<file path="src/rtl/spi_ram_pkg.sv">
// rtl/spi_ram_pkg.sv - opcodes, frame widths and FSM state type for the SPI RAM master
package spi_ram_pkg;

    localparam int FRAME_W = 10;
    localparam int DATA_W  = 8;

    localparam logic [1:0] OP_WR_ADDR = 2'b00;
    localparam logic [1:0] OP_WR_DATA = 2'b01;
    localparam logic [1:0] OP_RD_ADDR = 2'b10;
    localparam logic [1:0] OP_RD_DATA = 2'b11;

    typedef enum logic [2:0] {
        IDLE,
        SEND,
        GAP,
        RECV,
        END
    } state_t;

endpackage

</file>
<file path="src/rtl/spi_master_shifter.sv">
// rtl/spi_master_shifter.sv - TX/RX shift registers and bit counter for the SPI RAM master
module spi_master_shifter
    import spi_ram_pkg::*;
(
    input  logic               clk,
    input  logic               rst,
    input  logic               load,
    input  logic [FRAME_W-1:0] frame,
    input  logic               tx_shift,
    input  logic               rx_shift,
    input  logic               cnt_en,
    input  logic               cnt_clr,
    input  logic               miso,
    output logic               tx_bit,
    output logic [DATA_W-1:0]  rx_data,
    output logic [3:0]         bit_cnt
);

    logic [FRAME_W-1:0] tx_sr;
    logic [DATA_W-1:0]  rx_sr;

    always_ff @(posedge clk or posedge rst) begin
        if (rst) begin
            tx_sr   <= '0;
            rx_sr   <= '0;
            bit_cnt <= '0;
        end else begin
            if (load)
                tx_sr <= frame;
            else if (tx_shift)
                tx_sr <= {tx_sr[FRAME_W-2:0], 1'b0};

            if (rx_shift)
                rx_sr <= {rx_sr[DATA_W-2:0], miso};

            // load doubles as a counter clear so every frame starts at bit 0
            if (load || cnt_clr)
                bit_cnt <= '0;
            else if (cnt_en)
                bit_cnt <= bit_cnt + 4'd1;
        end
    end

    assign tx_bit  = tx_sr[FRAME_W-1];
    assign rx_data = rx_sr;

endmodule

</file>
<file path="src/rtl/spi_ram_master.sv">
// rtl/spi_ram_master.sv - command-driven SPI master for the SPI RAM stage
// Optional SPI_RAM_MASTER_SEQ_CHK_EN: flag rd-data commands not preceded by an rd-addr frame.
module spi_ram_master
    import spi_ram_pkg::*;
#(
    parameter int RD_GAP = 2
) (
    input  logic              clk,
    input  logic              rst,
    input  logic              cmd_valid,
    output logic              cmd_ready,
    input  logic [1:0]        cmd_op,
    input  logic [DATA_W-1:0] cmd_data,
    output logic              rsp_valid,
    output logic [DATA_W-1:0] rsp_data,
    output logic              busy,
    output logic              seq_err,
    output logic              SS_n,
    output logic              MOSI,
    input  logic              MISO
);

    state_t            state;
    state_t            state_nxt;
    logic [1:0]        op_q;
    logic [DATA_W-1:0] rsp_q;
    logic              load;
    logic              tx_shift;
    logic              rx_shift;
    logic              cnt_en;
    logic              cnt_clr;
    logic              tx_bit;
    logic [DATA_W-1:0] rx_data;
    logic [3:0]        bit_cnt;

    spi_master_shifter u_shifter (
        .clk      (clk),
        .rst      (rst),
        .load     (load),
        .frame    ({cmd_op, cmd_data}),
        .tx_shift (tx_shift),
        .rx_shift (rx_shift),
        .cnt_en   (cnt_en),
        .cnt_clr  (cnt_clr),
        .miso     (MISO),
        .tx_bit   (tx_bit),
        .rx_data  (rx_data),
        .bit_cnt  (bit_cnt)
    );

    always_ff @(posedge clk or posedge rst) begin
        if (rst) begin
            state <= IDLE;
            op_q  <= OP_WR_ADDR;
            rsp_q <= '0;
        end else begin
            state <= state_nxt;
            if (load)
                op_q <= cmd_op;
            if (state == END && op_q == OP_RD_DATA)
                rsp_q <= rx_data;
        end
    end

    always_comb begin
        state_nxt = state;
        load      = 1'b0;
        tx_shift  = 1'b0;
        rx_shift  = 1'b0;
        cnt_en    = 1'b0;
        cnt_clr   = 1'b0;
        case (state)
            IDLE: begin
                if (cmd_valid) begin
                    load      = 1'b1;
                    state_nxt = SEND;
                end
            end
            SEND: begin
                tx_shift = 1'b1;
                cnt_en   = 1'b1;
                if (bit_cnt == 4'(FRAME_W - 1)) begin
                    cnt_clr   = 1'b1;
                    state_nxt = (op_q == OP_RD_DATA) ? GAP : END;
                end
            end
            GAP: begin
                cnt_en = 1'b1;
                if (bit_cnt == 4'(RD_GAP - 1)) begin
                    cnt_clr   = 1'b1;
                    state_nxt = RECV;
                end
            end
            RECV: begin
                rx_shift = 1'b1;
                cnt_en   = 1'b1;
                if (bit_cnt == 4'(DATA_W - 1)) begin
                    cnt_clr   = 1'b1;
                    state_nxt = END;
                end
            end
            END: begin
                state_nxt = IDLE;
            end
            default: begin
                state_nxt = IDLE;
            end
        endcase
    end

    assign cmd_ready = (state == IDLE);
    assign busy      = (state != IDLE);
    assign SS_n      = !((state == SEND) || (state == GAP) || (state == RECV));
    assign MOSI      = (state == SEND) && tx_bit;
    assign rsp_valid = (state == END) && (op_q == OP_RD_DATA);
    // The fresh byte is presented straight from the RX register during END; rsp_q holds it afterwards.
    assign rsp_data  = rsp_valid ? rx_data : rsp_q;

`ifdef SPI_RAM_MASTER_SEQ_CHK_EN
    logic rd_armed;
    logic seq_err_q;

    always_ff @(posedge clk or posedge rst) begin
        if (rst) begin
            rd_armed  <= 1'b0;
            seq_err_q <= 1'b0;
        end else begin
            seq_err_q <= load && (cmd_op == OP_RD_DATA) && !rd_armed;
            if (state == END) begin
                if (op_q == OP_RD_ADDR)
                    rd_armed <= 1'b1;
                else if (op_q == OP_RD_DATA)
                    rd_armed <= 1'b0;
            end
        end
    end

    assign seq_err = seq_err_q;
`else
    assign seq_err = 1'b0;
`endif

endmodule

</file>
<file path="config.mk">
export PLATFORM = sky130hd
export DESIGN_NAME = spi_ram_master
export DESIGN_NICKNAME = d
export VERILOG_FILES = /design/src/rtl/spi_ram_pkg.sv /design/src/rtl/spi_master_shifter.sv /design/src/rtl/spi_ram_master.sv
export SDC_FILE = /design/constraint.sdc
export NUM_CORES = 1
export LEC_CHECK = 0
export ABC_CLOCK_PERIOD_IN_PS = 2200
export CAP_MARGIN = 20
export CORE_ASPECT_RATIO = 1.25
export CORE_MARGIN = 2
export CORE_UTILIZATION = 46
export DETAILED_ROUTE_END_ITERATION = 16
export PLACE_DENSITY = 0.72
export SLEW_MARGIN = 20
export SYNTH_ARGS = -nofsm -noshare
export SYNTH_HDL_FRONTEND = slang
export SYNTH_HIERARCHICAL = 1
export SYNTH_SLANG_ARGS = --single-unit
export TNS_END_PERCENT = 5
</file>
<file path="constraint.sdc">
create_clock -name clk -period 2.2 [get_ports clk]
set_clock_uncertainty 0.05 [all_clocks]
set_input_delay 0.44 -clock clk [delete_from_list [all_inputs] [get_ports clk]]
set_output_delay 0.44 -clock clk [all_outputs]
set_load 0.01 [all_outputs]
</file>
# --- Word level (Yosys, flattened, before mapping) ---
# Cells that the tools add are included.
word_totals:
  regBits: 35
  out_inout_bits: 14
  input_bits: 14
  rom_bits: 0
  memories: 0
  ram_bits: 0
  latchBits: 0
classes:
  n_addsub: 1
  shift: 0
  bitwise: 0
  reduce_logical: 12
  n_div: 0
  multipliers: 0
  order_cmp: 0
  eq_ne: 12
  muxes: 20
ops:
  columns: ["operator", "n"]
  rows:
  - ["$mux 10", 2]
  - ["$mux 3", 5]
  - ["$pmux 3 s4", 1]
  - ["$mux 1", 8]
  - ["$mux 4", 2]
  - ["$mux 8", 1]
  - ["$ne 2x2->1 const B", 4]
  - ["$eq 3x2->1 const B", 2]
  - ["$add 4x1->4 const B", 1]
  - ["$eq 4x1->1 const B", 1]
  - ["$eq 4x3->1 const B", 1]
  - ["$eq 4x4->1 const B", 1]
  - ["$reduce_and 4->1", 1]
  - ["$reduce_bool 2->1", 2]
  - ["$eq 3x1->1 const B", 1]
  - ["$eq 3x3->1 const B", 1]
  - ["$logic_not 3->1", 1]
  - ["$logic_or 1x1->1", 3]
  - ["$pmux 1 s3", 1]
  - ["$reduce_bool 3->1", 1]
  - ["$reduce_or 3->1", 1]
  - ["$eq 2x2->1 const B", 1]
  - ["$logic_and 1x1->1", 2]
  - ["$logic_not 1->1", 1]

# --- Longest topological paths before layout ---
depth:
  depth_word: 5
  depth_mapped: 7

# --- By module ---
# Netlist, hierarchy kept.
modules_own_cells:
  columns: ["mod", "seq_area_each_um2", "instances", "cells_each", "area_per_inst_um2"]
  rows:
  - ["spi_master_shifter", 550.5, 1, 77, 947.2]
  - ["spi_ram_master", 325.3, 1, 59, 671.9]

# --- Worst setup path before layout ---
# Ideal clock, no wire load.
synth_path:
  path_type: "reg-to-output"
  startpoint: "register state[1]"
  endpoint: "output rsp_data[0]"
  arrival_time_ns: 1.226
  stages_incl_launch_ff: 5
  required_time_ns: 1.710
  path_slack_ns: 0.484
  path_cell_list: "dfrtp_1 > buf_2 > nor2_1 > nand4_2 > mux2_2"
synth_via:
  elab_chain_cells: 3
synth_lines:
  columns: ["item", "line_no", "source"]
  rows:
  - ["from (decl)", "spi_ram_master.sv:23", "state_t state;"]
  - ["from (signal assigned)", "spi_ram_master.sv:57", "state <= state_nxt;"]
  - ["$eq 3x3->1", "spi_ram_master.sv:115", "assign rsp_valid = (state == END) && (op_q == OP_RD_DATA);"]
  - ["$logic_and 1x1->1", "spi_ram_master.sv:115", null]
  - ["$mux 8", null, null]
  - ["to (decl)", "spi_ram_master.sv:15", "output logic [DATA_W-1:0] rsp_data,"]
# Every way passes these cells.

# --- Worst setup path after layout ---
layout_path:
  startpoint: "register state[0]"
  endpoint: "output rsp_valid"
layout_via:
  elab_chain_cells: 2
layout_lines:
  columns: ["item", "line_no", "source"]
  rows:
  - ["$eq 3x3->1", "spi_ram_master.sv:115", null]
  - ["$logic_and 1x1->1", "spi_ram_master.sv:115", null]
  - ["to (decl)", "spi_ram_master.sv:14", "output logic rsp_valid,"]
# Every way passes these cells.

==> impl_metrics.csv <==
group,metric,value,unit
critical_path,crit_path_start_kind,"flop",
timing,totalNegativeSetupSlack,0,ns
critical_path,worstPathRequired,1.71,ns
cells_and_area,layout_area_growth_over_synthesis,28.9,%
critical_path,rr_endpoint,"u_shifter/bit_cnt[3]$_DFFE_PP0P_",
critical_path,r2r_setup_slack,0.28,ns
clock_tree,clock_insertion_delay_worst_skew,0.29,ns
synth,post_synth_num_cell_types,39,
route,drtAntennaViolNets,0,
synth,number_of_enable_type_register_cells_in_the_synthesized_netlist,0,
floorplan,rows,24,
place,globalplace.congestion,0.721,
critical_path,critical_path.max_fanout,4,
worst_hold_path,holdCritPathClass,"reg -> reg",
cells_and_area,count_of_fill_cells_added_during_filler_insertion,296,
critical_path,r2r_start,"state[2]$_DFFE_PP0P_",
critical_path,worstSetupPathType,"reg -> out",
critical_path,worst-r2r-cell-count,6,
critical_path,timing.critical_path.from,"state[0]$_DFFE_PP0P_",
cells_and_area,antenna_cells_inserted,0,
route,remaining_drc_errors,0,
route,number_of_vias_after_detailed_routing,1109,
global_routing,gr-usage-all-layers,17.7,%
synth,ys_seq_elements,35,
synth,ys_warn_count,6,
timing,timing.fmax,0.472,GHz
timing,drv_slew,0,
place,buffer_ports.inserted,26,
synth,postSynth.topFlopCell,"dfrtp_1",
route,firstDrtPassIters,4,
clock_tree,post_cts_hold_buffer_count,0,
cells_and_area,final_net_count,187,
clock_tree,cts_inserted_buffers,5,
route,wl_per_cell,15.0,µm
clock_tree,clkTransAtPathRegs,0.08,ns
synth,share_of_flip_flops_with_an_asynchronous_set_or_reset_after_synthesis,100,%
floorplan,floorplan.initialDensity,47.3,%
power_and_ir_drop,leakage,1.11,nW
global_routing,vias_in_the_first_global_route,1140,
cells_and_area,final_layout_size_suffix_gt1_share,28.9,%
status,outcome,"complete, no violations",
timing,final_number_of_hold_violating_endpoints,0,
timing,finalCriticalPeriod,2.12,ns
global_routing,maximum_number_of_pins_on_one_net_before_global_route_repair,28,
floorplan,core-area,3420,µm²
clock_tree,cts.path.max_buffers,2,
timing,final-setup-viol-count,0,
place,dp_hpwl,2.25,mm
synth,syn_area,1620,µm²
global_routing,grt_remaining_overflow,0,
synth,synth_sequential_area_ratio,54.1,%
timing,period_share,96.3,%
clock_tree,clockRootBuffer,"clkbuf_8",
floorplan,die_area,4010,µm²
critical_path,crit_path_end_kind,"output port",
route,post_drt_via_cell_ratio,5.23,
floorplan,top_level_ports,28,
job,max_cap_viol_count,0,
floorplan,fp.dieH,70.3,µm
global_routing,antenna_found_initial,0,
synth,synth_nets,151,
clock_tree,ctsHtreeMaxLevel,2,
critical_path,critPathCapture,"rsp_valid",
synth,post_synth_inst_count,136,
route,route.final.wire_length,3.18,mm
critical_path,critPathArrivalTime,1.63,ns
clock_tree,clock_sink_count,35,
synth,syn_avg_cell_area,11.9,µm²
clock_tree,cts_tree,"done",
power_and_ir_drop,pwr_density_cell,1100,nW/µm²
timing,setup_repair_after_global_routing_missed_its_margin,"no",
route,drtIter0Drc,44,
global_routing,grt_pass1_wl,5.34,mm
floorplan,floorplan.die.width,57.1,µm
timing,post-route-worst-setup-slack,0.0803,ns
place,pre_cts_slack,0.00520,ns
power_and_ir_drop,vdd_drop_max,692,µV
[metrics by stage]
stage / hold WS (ns) / total power [W] / utilization, % / cell area, µm² / instances
after CTS: 0.452 / 0.00232 / 60.4 / 2070 / 210
final: 0.444 / 0.00231 / 61.0 / 2090 / 212
after global routing: 0.464 / 0.00245 / 61.0 / 2090 / 212
after floorplan: 0.267 / 0.00149 / - / 1620 / 136
after global placement: 0.429 / 0.00168 / 56.5 / 1930 / 201
after detailed placement: 0.435 / 0.00172 / 56.5 / 1930 / 201
[worst max-delay path: stages (launching register included)]
cell and delay (ns):
dfrtp_1 0.42, nor2_4 0.19, nand4_4 0.13, inv_1 0.08, clkdlybuf4s50_1 0.53
[cell families after synthesis]
logic type	count (synthesis)	share of synthesized area, %
buffers and inverters	15	4.71
flip-flops	35	54.1
XOR/XNOR	1	0.541
other	1	0.232
adder cells (fa/ha/maj)	1	0.773
AND/OR/NAND/NOR	35	12.4
AO/OA/AOI/OAI	19	7.42
multiplexers	29	19.9
[worst min path at each step]
stage / from / cells after the start / slack (ns) / end
after global routing: rsp_q[7]$_DFF_PP0_ / 1 / 0.46 / rsp_q[7]$_DFF_PP0_
after floorplan: rst / 1 / 0.27 / op_q[0]$_DFFE_PP0P_
after detailed placement: rsp_q[5]$_DFF_PP0_ / 1 / 0.43 / rsp_q[5]$_DFF_PP0_
final: rsp_q[5]$_DFF_PP0_ / 1 / 0.44 / rsp_q[5]$_DFF_PP0_
after CTS: rsp_q[5]$_DFF_PP0_ / 1 / 0.45 / rsp_q[5]$_DFF_PP0_
after global placement: rsp_q[2]$_DFF_PP0_ / 1 / 0.43 / rsp_q[2]$_DFF_PP0_
[Yosys cell counts (2+ instances only)]
master	instances	area share (%)
nand2b_1	2	0.77
nor3_1	6	1.9
nand2_1	11	2.6
buf_2	4	1.2
buf_4	2	0.93
dfrtp_1	35	54
mux2_2	16	11
and3_1	2	0.77
a21oi_1	2	0.62
nor2_1	2	0.46
mux2_4	2	1.9
o21ai_0	10	3.1
inv_1	7	1.6
mux2i_1	10	6.2
[placed cells by master, fill, tap and decap left out, types with 2 or more instances in the layout]
cell type        count
a21oi_1              2
and3_1               2
buf_4                8
clkbuf_2             5
clkbuf_8             5
clkdlybuf4s50_1     15
dfrtp_1             34
dlygate4sd2_1        2
dlymetal6s2s_1       4
inv_1                7
mux2_2              16
mux2_4               2
mux2i_1             10
nand2_1             11
nand2b_1             2
nand4_4              2
nor3_1               6
o21ai_0             10
[registers in the layout (all words and copies together), names as in the netlist]
register	flops
op_q	2
rsp_q	8
state	3
u_shifter/bit_cnt	4
u_shifter/rx_data	8
u_shifter/tx_sr	10
[routing by layer]
layer,up-vias,track usage [%],wire (µm)
met5,-,0,0
met4,0,9.30,56
met3,8,6.11,128
met2,24,28.2,1650
met1,532,20.6,1350
li1,545,-,-
[where the power goes]
part,total [W],internal (W),switching (W)
registers,0.000956,0.000800,0.000155
logic,0.000776,0.000407,0.000369
clock network,0.000574,0.000337,0.000237
total,0.00231,0.00154,0.000762
[timing repair]
item,CTS,global route
gates cloned,1,0
buffers inserted,0,2
setup endpoints to repair,12,6
gates resized for setup,11,16
pin swaps,1,1
[area by class of cell]
type	count	area (µm²)	share of cell area, %
clock inverter	3	43.8	2.10
timing repair buffer	35	314	15.0
clock buffer	5	68.8	3.30
sequential	35	877	42.0
multi-input combinational	87	704	33.8
tap	39	48.8	2.34
inverter	8	30.0	1.44
No activity file was read; power rests on OpenSTA's default activity.
